File: src/rtl/load_store_unit.sv
// Load/store unit: aligns, masks and extends byte/half/word accesses between
// the EM pipeline stage and a single-ported data memory with a ready handshake.
module load_store_unit #(
  parameter int DATA_WIDTH = 32,
  parameter int ADDR_WIDTH = 32
) (
  input  logic                  clk,
  input  logic                  reset,
  input  logic                  rd_en,
  input  logic                  wr_en,
  input  logic [2:0]            funct3,
  input  logic [ADDR_WIDTH-1:0] addr,
  input  logic [DATA_WIDTH-1:0] wdata,
  output logic [DATA_WIDTH-1:0] rdata,
  output logic                  stall,
  output logic                  misaligned,
  output logic                  mem_req,
  output logic                  mem_we,
  output logic [ADDR_WIDTH-1:0] mem_addr,
  output logic [DATA_WIDTH-1:0] mem_wdata,
  output logic [3:0]            mem_be,
  input  logic                  mem_ready,
  input  logic [DATA_WIDTH-1:0] mem_rdata
);

  localparam logic [1:0] IDLE = 2'd0;
  localparam logic [1:0] REQ  = 2'd1;
  localparam logic [1:0] DONE = 2'd2;

  logic [1:0]            state_q, state_d;
  logic [ADDR_WIDTH-1:0] addr_q;
  logic [2:0]            funct3_q;
  logic [DATA_WIDTH-1:0] wdata_q;
  logic                  we_q;
  logic [DATA_WIDTH-1:0] rdata_q;
  logic [DATA_WIDTH-1:0] load_ext;
  logic [15:0]           lane;
  logic                  access, illegal, accept, in_req;

  assign access = rd_en | wr_en;
  assign in_req = (state_q == REQ);

  always_comb begin
    illegal = 1'b1;
    case (funct3)
      3'b000, 3'b100: illegal = 1'b0;
      3'b001, 3'b101: illegal = addr[0];
      3'b010:         illegal = |addr[1:0];
      default:        illegal = 1'b1;
    endcase
  end

  assign accept = (state_q == IDLE) && access && !illegal;

  // Input-driven outputs are gated by reset so they read 0 while reset is held.
  assign misaligned = !reset && (state_q == IDLE) && access && illegal;
  assign stall      = !reset && (accept || in_req);
  assign rdata      = misaligned ? '0 : rdata_q;

  always_comb begin
    state_d = state_q;
    case (state_q)
      IDLE:    if (accept) state_d = REQ;
      REQ:     if (mem_ready) state_d = DONE;
      DONE:    state_d = IDLE;
      default: state_d = IDLE;
    endcase
  end

  always_comb begin
    lane     = 16'(mem_rdata >> {addr_q[1:0], 3'b000});
    load_ext = mem_rdata;
    case (funct3_q)
      3'b000:  load_ext = {{(DATA_WIDTH-8){lane[7]}}, lane[7:0]};
      3'b100:  load_ext = {{(DATA_WIDTH-8){1'b0}}, lane[7:0]};
      3'b001:  load_ext = {{(DATA_WIDTH-16){lane[15]}}, lane[15:0]};
      3'b101:  load_ext = {{(DATA_WIDTH-16){1'b0}}, lane[15:0]};
      default: load_ext = mem_rdata;
    endcase
  end

  always_comb begin
    mem_req   = 1'b0;
    mem_we    = 1'b0;
    mem_addr  = '0;
    mem_wdata = '0;
    mem_be    = '0;
    if (in_req) begin
      mem_req  = 1'b1;
      mem_we   = we_q;
      mem_addr = {addr_q[ADDR_WIDTH-1:2], 2'b00};
      case (funct3_q[1:0])
        2'b00: begin
          mem_be    = 4'b0001 << addr_q[1:0];
          mem_wdata = {(DATA_WIDTH/8){wdata_q[7:0]}};
        end
        2'b01: begin
          mem_be    = 4'b0011 << {addr_q[1], 1'b0};
          mem_wdata = {(DATA_WIDTH/16){wdata_q[15:0]}};
        end
        default: begin
          mem_be    = 4'b1111;
          mem_wdata = wdata_q;
        end
      endcase
    end
  end

  always_ff @(posedge clk or posedge reset) begin
    if (reset) begin
      state_q  <= IDLE;
      addr_q   <= '0;
      funct3_q <= '0;
      wdata_q  <= '0;
      we_q     <= 1'b0;
      rdata_q  <= '0;
    end else begin
      state_q <= state_d;
      if (accept) begin
        addr_q   <= addr;
        funct3_q <= funct3;
        wdata_q  <= wdata;
        we_q     <= wr_en;
      end
      if (in_req && mem_ready && !we_q)
        rdata_q <= load_ext;
    end
  end

endmodule
File: config.mk
export PLATFORM = sky130hd
export DESIGN_NAME = load_store_unit
export DESIGN_NICKNAME = d
export VERILOG_FILES = /design/src/rtl/load_store_unit.sv
export SDC_FILE = /design/constraint.sdc
export NUM_CORES = 1
export LEC_CHECK = 0
export BUFFER_PORTS_ARGS = -buffer_cell sky130_fd_sc_hd__buf_2
export CORE_MARGIN = 2
export CORE_UTILIZATION = 35
export CTS_CLUSTER_DIAMETER = 60
export CTS_CLUSTER_SIZE = 12
export DETAILED_ROUTE_END_ITERATION = 12
export GPL_TIMING_DRIVEN = 0
export PLACE_DENSITY = 0.58
export RECOVER_POWER = 25
export REMOVE_ABC_BUFFERS = 1
export SLEW_MARGIN = 10
export SYNTH_ARGS = -nofsm -noshare
export SYNTH_HDL_FRONTEND = slang
export SYNTH_SLANG_ARGS = --single-unit
File: constraint.sdc
create_clock -name clk -period 4.3 [get_ports clk]
set_input_delay 0.215 -clock clk [delete_from_list [all_inputs] [get_ports clk]]
set_output_delay 0.215 -clock clk [all_outputs]
set_load 0.03 [all_outputs]
==> results of run 1 <==
## final cells by class
type | count | area (sq um)
inverter | 8 | 35.0
tap | 188 | 235
timing repair buffer | 213 | 1220
fill | 1418 | 8070
sequential | 102 | 2550
multi-input combinational | 376 | 2650
clock buffer | 10 | 239
clock inverter | 5 | 82.6
## kinds of logic after synthesis
| logic type | count (synthesis) | share of synthesized area |
|---|---|---|
| AO/OA/AOI/OAI | 81 | 0.0946 |
| multiplexers | 100 | 0.206 |
| flip-flops | 102 | 0.474 |
| AND/OR/NAND/NOR | 193 | 0.186 |
| buffers and inverters | 50 | 0.0384 |
| other | 1 | 0.000697 |
## Yosys cell counts (2+ instances only)
master    instances
dfrtp_1         102
mux2_2           76
and2_1           72
a21oi_1          38
nand2_1          37
nand3_1          35
nor2_1           33
clkbuf_1         30
mux2i_1          23
o21ai_0          16
buf_2             9
inv_1             8
nand2b_1          8
a22oi_1           6
a32o_1            6
o21a_1            6
a221o_1           2
buf_4             2
nor2b_1           2
## timing repair
item / 4_1_cts / 5_1_grt
hold endpoints to repair: 40 / 0
setup buffers: 0 / 0
hold buffers: 1 / 0
## power by group
| part | switching [mW] | leakage (nW) | internal, mW |
|---|---|---|---|
| clock | 0.367 | 0.159 | 0.525 |
| combinational | 1.27 | 2.12 | 0.860 |
| sequential | 0.323 | 1.21 | 1.34 |
| total | 1.96 | 3.49 | 2.72 |
## per-stage QoR
step | setup TNS (ns) | hold WS [ns] | setup WS [ns] | util | total power [mW]
2_1_floorplan | -1.28 | 0.327 | -0.216 | - | 3.13
3_3_place_gp | -157.97 | 0.447 | -2.16 | 0.429 | 3.74
3_5_place_dp | 0 | 0.271 | 1.39 | 0.443 | 3.83
4_1_cts | 0 | 0.0735 | 0.841 | 0.465 | 4.74
5_1_grt | 0 | 0.0711 | 0.595 | 0.465 | 5.00
6_report | 0 | 0.0839 | 0.920 | 0.465 | 4.68
## worst paths after layout
| check | start | endpoint | slack, ns | cells after the start |
|---|---|---|---|---|
| max | reset | rdata[7] | 0.92 | 7 |
| min | addr[18] | addr_q[18] | 0.08 | 2 |
| max reg2reg | addr_q[0] | rdata_q[17] | 1.55 | 3 |
| min reg2reg | rdata_q[15] | rdata_q[15] | 0.47 | 2 |
| max in group asynchronous | reset | funct3_q[1] | 3.17 | 4 |
| min in group asynchronous | reset | wdata_q[6] | 0.46 | 3 |
## sequential cells by signal, indices dropped and copies added (netlist names)
name,cells
addr_q,32
rdata_q,32
wdata_q,32
funct3_q,3
state_q,2
we_q,1
## routing by layer
layer	routed length (um)	GRT usage
met4	185	0.0627
met5	0	0
met3	1410	0.0639
met1	6560	0.232
met2	7180	0.325
## critical path: cells and delay by family
kind | cells | cell delay (ns)
AND/OR/NAND/NOR | 2 | 1.33
buffers and inverters | 5 | 1.55
==> flow_summary_export.csv, run 1 <==
group,metric,value,unit
status,outcome,"finished, final reports clean",
clock_tree,cts.clk_slew.worst_paths,0.07,ns
power_and_ir_drop,peakVddDrop,0.000292,V
floorplan,die_area,0.0164,sq mm
logic_synthesis,ys_warn_count,0,
timing,fmax,0.296,GHz
final_layout,drive_above_1_share,0.437,
timing,slew_viol_final,0,
final_layout,fin_area,0.00702,sq mm
worst_setup_path,arrival,3.16,ns
floorplan,io_pins,208,
global_route,grt_pass1_vias,4745,
logic_synthesis,synth.distinct_cells,35,
timing,tightest_slew,1.07,ns
timing,slew_headroom,0.286,
logic_synthesis,synth_ff_type,"dfrtp_1",
route,wirelength,15300,um
logic_synthesis,synthesis.area,0.00538,sq mm
clock_tree,ctsResizeCount,0,
global_route,antenna_found_initial,0,
run,max_cap_violations,0,
clock_tree,cts_tree,"yes",
global_route,grt_max_degree,64,
power_and_ir_drop,powerDensity,667,mW/mm^2
route,drc,0,
route,first_iter_violations,173,
worst_setup_path,critPathRequiredTime,4.09,ns
final_layout,instances_no_fill,902,
placed_design,place_area,0.00669,sq mm
clock_tree,cts_sinks,102,
placed_design,post-dp-hpwl,10900,um
clock_tree,h-tree-depth,3,
worst_setup_path,slowest_delay,0.82,ns
worst_setup_path,slowest_stage,"nand3_1",
floorplan,die_w,128,um
logic_synthesis,synth_top_area_frac,0.474,
route,wl_per_cell,17.0,um
clock_tree,numCtsBuffers,9,
timing,fin_crit,3.38,ns
worst_setup_path,path_max_fanout,63,
global_route,grt_pass1_wl,24600,um
floorplan,start_util,0.357,
clock_tree,root_buffer,"clkbuf_16",
final_layout,mostFrequentLayoutCells,"buf_2, dfrtp_1, mux2_2",
logic_synthesis,syn_avg_cell_area,10.2,sq um
logic_synthesis,synthTopCellsByArea,"dfrtp_1, mux2_2, and2_1",
timing,hold_viol_final,0,
route,vias,4569,
final_layout,diodes,0,
power_and_ir_drop,p_leak,3.49,nW
worst_setup_path,critical_path_class,"input port to primary output",
timing,skew,0.00566,ns
logic_synthesis,ys_seq_elements,102,
final_layout,final_common_cell,"buf_2",
clock_tree,insertion_delay,0.36,ns
hold_path,hp-class,"input port to flop",
route,ant_nets,0,
floorplan,die_y,128,um
logic_synthesis,yosysTopAreaCell,"dfrtp_1",
timing,rsz0062_at_grt,"no",
route,first_pass_iters,4,
floorplan,core_area,0.0151,sq mm
logic_synthesis,synth_cells,527,
global_route,grt_overflow,0,
route,viasPerCell,5.07,
floorplan,rows,45,
worst_setup_path,crit_path_end_kind,"primary output",
placed_design,gp_congestion,0.789,
global_route,grt_usage,0.192,
logic_synthesis,synthArstFlopShare,1.00,
clock_tree,cts_buffer_depth,2,
placed_design,portBuffers,205,
worst_setup_path,crit_chain,"dlygate4sd3_1, clkbuf_1, inv_6, buf_16, nand3_1, and2_1, buf_2",
final_layout,area_growth,30.4,%
final_layout,final_nets,814,
worst_setup_path,start_kind,"input port",
timing,finalCritPeriodShare,0.786,
placed_design,dp_cells,886,
timing,setup_viol,0,
logic_synthesis,synth_edf_count,0,
logic_synthesis,ys_seq_area_frac,0.474,
Power figures use the tool's default switching activity.
==> run 2, diff against run 1 <==
- clock period: 4.3 -> 3.2 ns (I/O delays scaled with it)
==> run 2 against run 1 <==
The run now ends with capacitance limit, slew limit left. Core utilization is 0.058 points higher. Critical endpoint is now mem_addr[7]. Global-route usage hardly changed. Sequential power is 34% higher. Worst setup slack worse by 0.59 ns.
==> flow_summary_export.csv, run 2 (synthesis results as in run 1) <==
group,metric,value,unit
global_route,grt_max_degree,64,
clock_tree,cts_buffer_depth,2,
final_layout,diodes,0,
timing,finalCritPeriodShare,0.897,
global_route,grt_pass1_wl,24700,um
route,vias,4579,
status,outcome,"finished with violations",
worst_setup_path,critical_path_class,"flop to primary output",
clock_tree,cts_setup_buffers,0,
timing,worst_slack,0.330,ns
final_layout,mostFrequentLayoutCells,"buf_2, dfrtp_1, mux2_2",
floorplan,io_pins,208,
global_route,grt_usage,0.192,
timing,fmax,0.348,GHz
clock_tree,insertion_delay,0.35,ns
timing,setup_viol,0,
timing,rsz0062_at_grt,"no",
final_layout,drive_above_1_share,0.438,
route,viasPerCell,5.07,
clock_tree,numCtsBuffers,9,
final_layout,final_common_cell,"buf_2",
global_route,antenna_found_initial,0,
timing,fin_crit,2.87,ns
worst_setup_path,path_max_fanout,41,
worst_setup_path,arrival,2.71,ns
power_and_ir_drop,p_leak,3.49,nW
timing,hold_viol_final,0,
timing,slew_viol_final,41,
timing,finalSetupTns,0,ns
floorplan,die_w,128,um
route,first_iter_violations,147,
power_and_ir_drop,powerDensity,896,mW/mm^2
clock_tree,h-tree-depth,3,
clock_tree,cts_tree,"yes",
final_layout,area_growth,30.5,%
clock_tree,root_buffer,"clkbuf_16",
timing,skew,0.00743,ns
final_layout,fillers,1415,
route,wirelength,15400,um
clock_tree,cts_sinks,102,
placed_design,portBuffers,205,
placed_design,post-dp-hpwl,10900,um
floorplan,start_util,0.357,
hold_path,hp-class,"input port to flop",
route,drc,0,
floorplan,rows,45,
worst_setup_path,critPathRequiredTime,3.04,ns
timing,tightest_slew,2.33,ns
clock_tree,cts.clk_slew.worst_paths,0.07,ns
route,ant_nets,0,
timing,slew_headroom,-0.553,
placed_design,gp_congestion,0.789,
global_route,grt_pass1_vias,4740,
status,violations,"capacitance limit, slew limit",
final_layout,final_nets,815,
worst_setup_path,crit_path_end_kind,"primary output",
run,max_cap_violations,1,
floorplan,die_y,128,um
global_route,grt_overflow,0,
route,first_pass_iters,4,
floorplan,die_area,0.0164,sq mm
power_and_ir_drop,peakVddDrop,0.000392,V
final_layout,largestRegisters,"addr_q (32), rdata_q (32), wdata_q (32)",
worst_setup_path,start_kind,"flop",
route,wl_per_cell,17.0,um
floorplan,core_area,0.0151,sq mm
placed_design,pre_cts_ws,0.397,ns
## run 2: stage by stage
| step | util | instance area [sq um] | total power, mW | hold slack, ns | instances |
|---|---|---|---|---|---|
| after floorplan | - | 5210 | 4.21 | 0.272 | 486 |
| after global placement | 0.429 | 6470 | 5.03 | 0.392 | 879 |
| after detailed placement | 0.443 | 6690 | 5.15 | 0.216 | 886 |
| after CTS | 0.467 | 7050 | 6.38 | 0.0185 | 903 |
| after global routing | 0.466 | 7030 | 6.72 | 0.0161 | 903 |
| final | 0.466 | 7030 | 6.29 | 0.0306 | 903 |
## run 2: area by class of cell
class | instances | area, sq um | area share
clock inverters | 5 | 82.6 | 0.0118
repair buffers | 214 | 1220 | 0.174
multi-input cells | 376 | 2660 | 0.378
flip-flops and latches | 102 | 2550 | 0.363
clock buffers | 10 | 239 | 0.0340
inverters | 8 | 35.0 | 0.00499
well taps | 188 | 235 | 0.0335
## run 2: routing by layer
layer	vias to the layer above	part of all wire	track usage
met3	9	0.088	0.0639
met2	186	0.48	0.325
li1	2181	-	-
met5	-	0	0
met1	2203	0.43	0.233
met4	0	0.0094	0.0621
## run 2: power breakdown
part	internal, mW	switching [mW]	leakage, nW	total [mW]
Sequential	1.80	0.433	1.21	2.23
Combinational	1.16	1.71	2.12	2.86
Clock	0.706	0.494	0.159	1.20
## run 2: final timing paths
check | start | end | slack [ns] | cells past startpoint
setup / recovery | state_q[1] | mem_addr[7] | 0.33 | 4
hold / removal | addr[18] | addr_q[18] | 0.03 | 2
min in group asynchronous | reset | wdata_q[3] | 0.47 | 4
hold reg to reg | rdata_q[15] | rdata_q[15] | 0.47 | 2
setup reg to reg | addr_q[0] | rdata_q[17] | 0.47 | 3
max in group asynchronous | reset | rdata_q[30] | 0.56 | 4
## run 2: timing repair
item,in CTS,in global routing
resized for setup,0,1
hold endpoints to repair,40,0
setup endpoints to repair,0,2
hold buffers,2,0
## run 2: critical path: stages, from the launching register on
cell,delay (ns)
dfrtp_1,0.39
nand2b_2,0.54
inv_1,0.95
and2_1,0.25
buf_2,0.20
==> run 3, diff against run 2 <==
--- a/config.mk
+++ b/config.mk
@@ -16,3 +16,3 @@
 export RECOVER_POWER = 25
-export REMOVE_ABC_BUFFERS = 1
+export SETUP_SLACK_MARGIN = 0.2
 export SLEW_MARGIN = 10
--- a/constraint.sdc
+++ b/constraint.sdc
@@ -3,2 +3,2 @@
 set_output_delay 0.16 -clock clk [all_outputs]
-set_load 0.03 [all_outputs]
+set_load 0.1 [all_outputs]
==> run 3 against run 2 <==
The flow still finishes with violations (capacitance limit, slew limit). Sequential cell count stayed put. Core utilization is 0.22 points higher. Via count increased by 4.4%. Clock skew shrank 0.00084 ns. Sequential share of layout area shrank 0.19 points. Die area is the same. Critical endpoint is now mem_be[0].
==> flow_summary_export.csv, run 3 (synthesis results as in run 1) <==
group,metric,value,unit
status,outcome,"finished with violations",
status,violations,"capacitance limit, slew limit",
clock_tree,cts.clk_slew.worst_paths,0.07,ns
placed_design,place_area,0.00675,sq mm
worst_setup_path,worst_path_most_repeated_cell,"clkbuf_1",
timing,tightest_slew,1.96,ns
run,max_cap_violations,1,
floorplan,die_w,128,um
clock_tree,cts_buffer_depth,2,
global_route,grt_usage,0.201,
route,wl_met2,7600,um
final_layout,instances_no_fill,945,
timing,fin_crit,2.86,ns
route,wl_met3,1330,um
timing,skew,0.00659,ns
route,wirelength,16400,um
power_and_ir_drop,p_total,8.29,mW
timing,whs,0.0377,ns
power_and_ir_drop,powerDensity,1170,mW/mm^2
placed_design,dp_cells,924,
power_and_ir_drop,pwr-share-clk,0.137,
floorplan,rows,45,
route,highest_layer,"met5",
global_route,grt_max_degree,38,
worst_setup_path,path_max_fanout,10,
timing,setup_viol,0,
final_layout,regArea,0.00255,sq mm
route,viasPerCell,5.06,
clock_tree,cts_sinks,102,
power_and_ir_drop,p_leak,3.50,nW
timing,hold_viol_final,0,
timing,slew_viol_final,38,
worst_setup_path,arrival,2.70,ns
route,met1_length,6980,um
hold_path,hp-class,"input port to flop",
timing,rsz0062_at_grt,"no",
global_route,grt_pass1_vias,4838,
placed_design,post-dp-hpwl,12700,um
final_layout,final_nets,853,
floorplan,die_y,128,um
route,wl_per_cell,17.3,um
route,first_pass_iters,5,
final_layout,mostFrequentLayoutCells,"buf_2, dfrtp_1, mux2_2",
final_layout,fillers,1478,
clock_tree,root_buffer,"clkbuf_16",
placed_design,gp_congestion,0.868,
route,ant_nets,0,
power_and_ir_drop,switching_power,4.69,mW
route,vias,4779,
final_layout,final_core_util,0.468,
worst_setup_path,critical_path_class,"flop to primary output",
power_and_ir_drop,p_sw_frac,0.566,
final_layout,multi_input_area,0.00266,sq mm
final_layout,final_common_cell,"buf_2",
global_route,grt_pass1_wl,25300,um
timing,finalSetupTns,0,ns
global_route,grt_overflow,0,
clock_tree,cts_tree,"yes",
power_and_ir_drop,combPwrFrac,0.611,
global_route,antenna_found_initial,5,
final_layout,largestRegisters,"addr_q (32), rdata_q (32), wdata_q (32)",
route,first_iter_violations,261,
power_and_ir_drop,p_seq_frac,0.252,
clock_tree,insertion_delay,0.35,ns
timing,slew_headroom,-0.309,
floorplan,core_area,0.0151,sq mm
final_layout,drive_above_1_share,0.458,
worst_setup_path,start_kind,"flop",
worst_setup_path,crit_path_end_kind,"primary output",
floorplan,io_pins,208,
clock_tree,h-tree-depth,3,
timing,fmax,0.350,GHz
power_and_ir_drop,peakVddDrop,0.000548,V
floorplan,die_area,0.0164,sq mm
final_layout,fin_area,0.00706,sq mm
timing,worst_slack,0.341,ns
route,drc,0,
final_layout,area_growth,31.1,%
placed_design,portBuffers,205,
placed_design,pre_cts_ws,0.524,ns
power_and_ir_drop,p_int,3.60,mW
worst_setup_path,slowest_delay,0.47,ns
timing,finalCritPeriodShare,0.894,
worst_setup_path,slowest_stage,"clkbuf_1",
clock_tree,numCtsBuffers,9,
floorplan,start_util,0.357,
worst_setup_path,critPathRequiredTime,3.04,ns
worst_setup_path,crit_chain,"clkbuf_1, clkbuf_1, clkbuf_1, a21oi_1, nor2_1, buf_2",
-- run 3: final timing paths --
path                            slack, ns        start  cells after the start     endpoint
min in group asynchronous            0.45        reset                      4   wdata_q[4]
worst min register to register       0.48   rdata_q[9]                      1   rdata_q[9]
worst min-delay path                 0.04    wdata[20]                      2  wdata_q[20]
worst max register to register       1.14   state_q[1]                      6  rdata_q[16]
max in group asynchronous            0.87        reset                      4   addr_q[30]
worst max-delay path                 0.34  funct3_q[1]                      6    mem_be[0]
-- run 3: layout make-up --
type,instances,share of cell area
inverter,8,0.00443
buffer,42,0.0252
multi-input combinational,376,0.377
antenna,3,0.00106
clock inverter,5,0.00833
sequential,102,0.362
clock buffer,11,0.0344
tap,188,0.0333
timing repair buffer,210,0.154
-- run 3: worst max-delay path, delay by kind of cell, from the launching register on --
kind | cells | cell delay [ns]
AOI/OAI and AO/OA | 1 | 0.10
buffers and inverters | 4 | 1.78
and+or+nand+nor | 1 | 0.13
DFF | 1 | 0.33
-- run 3: what timing repair did --
action,4_1_cts,5_1_grt
resized for setup,0,2
endpoints found under the setup margin,0,8
hold buffers,2,0
endpoints found under the hold margin,14,0
setup buffers,0,0
-- run 3: layer usage --
metal / vias to the layer above / track usage
li1: 2259 / -
met1: 2290 / 0.252
met2: 189 / 0.321
met3: 35 / 0.0622
met4: 6 / 0.0892
met5: - / 0
-- run 3: power groups by stage --
stage | clock network [mW] | logic, mW | registers (mW)
floorplan | 0 | 4.32 | 2.00
global placement | 0 | 5.04 | 2.09
detailed placement | 0 | 5.09 | 2.11
CTS | 1.16 | 5.10 | 2.09
global route | 1.22 | 5.33 | 2.16
finish | 1.13 | 5.07 | 2.09
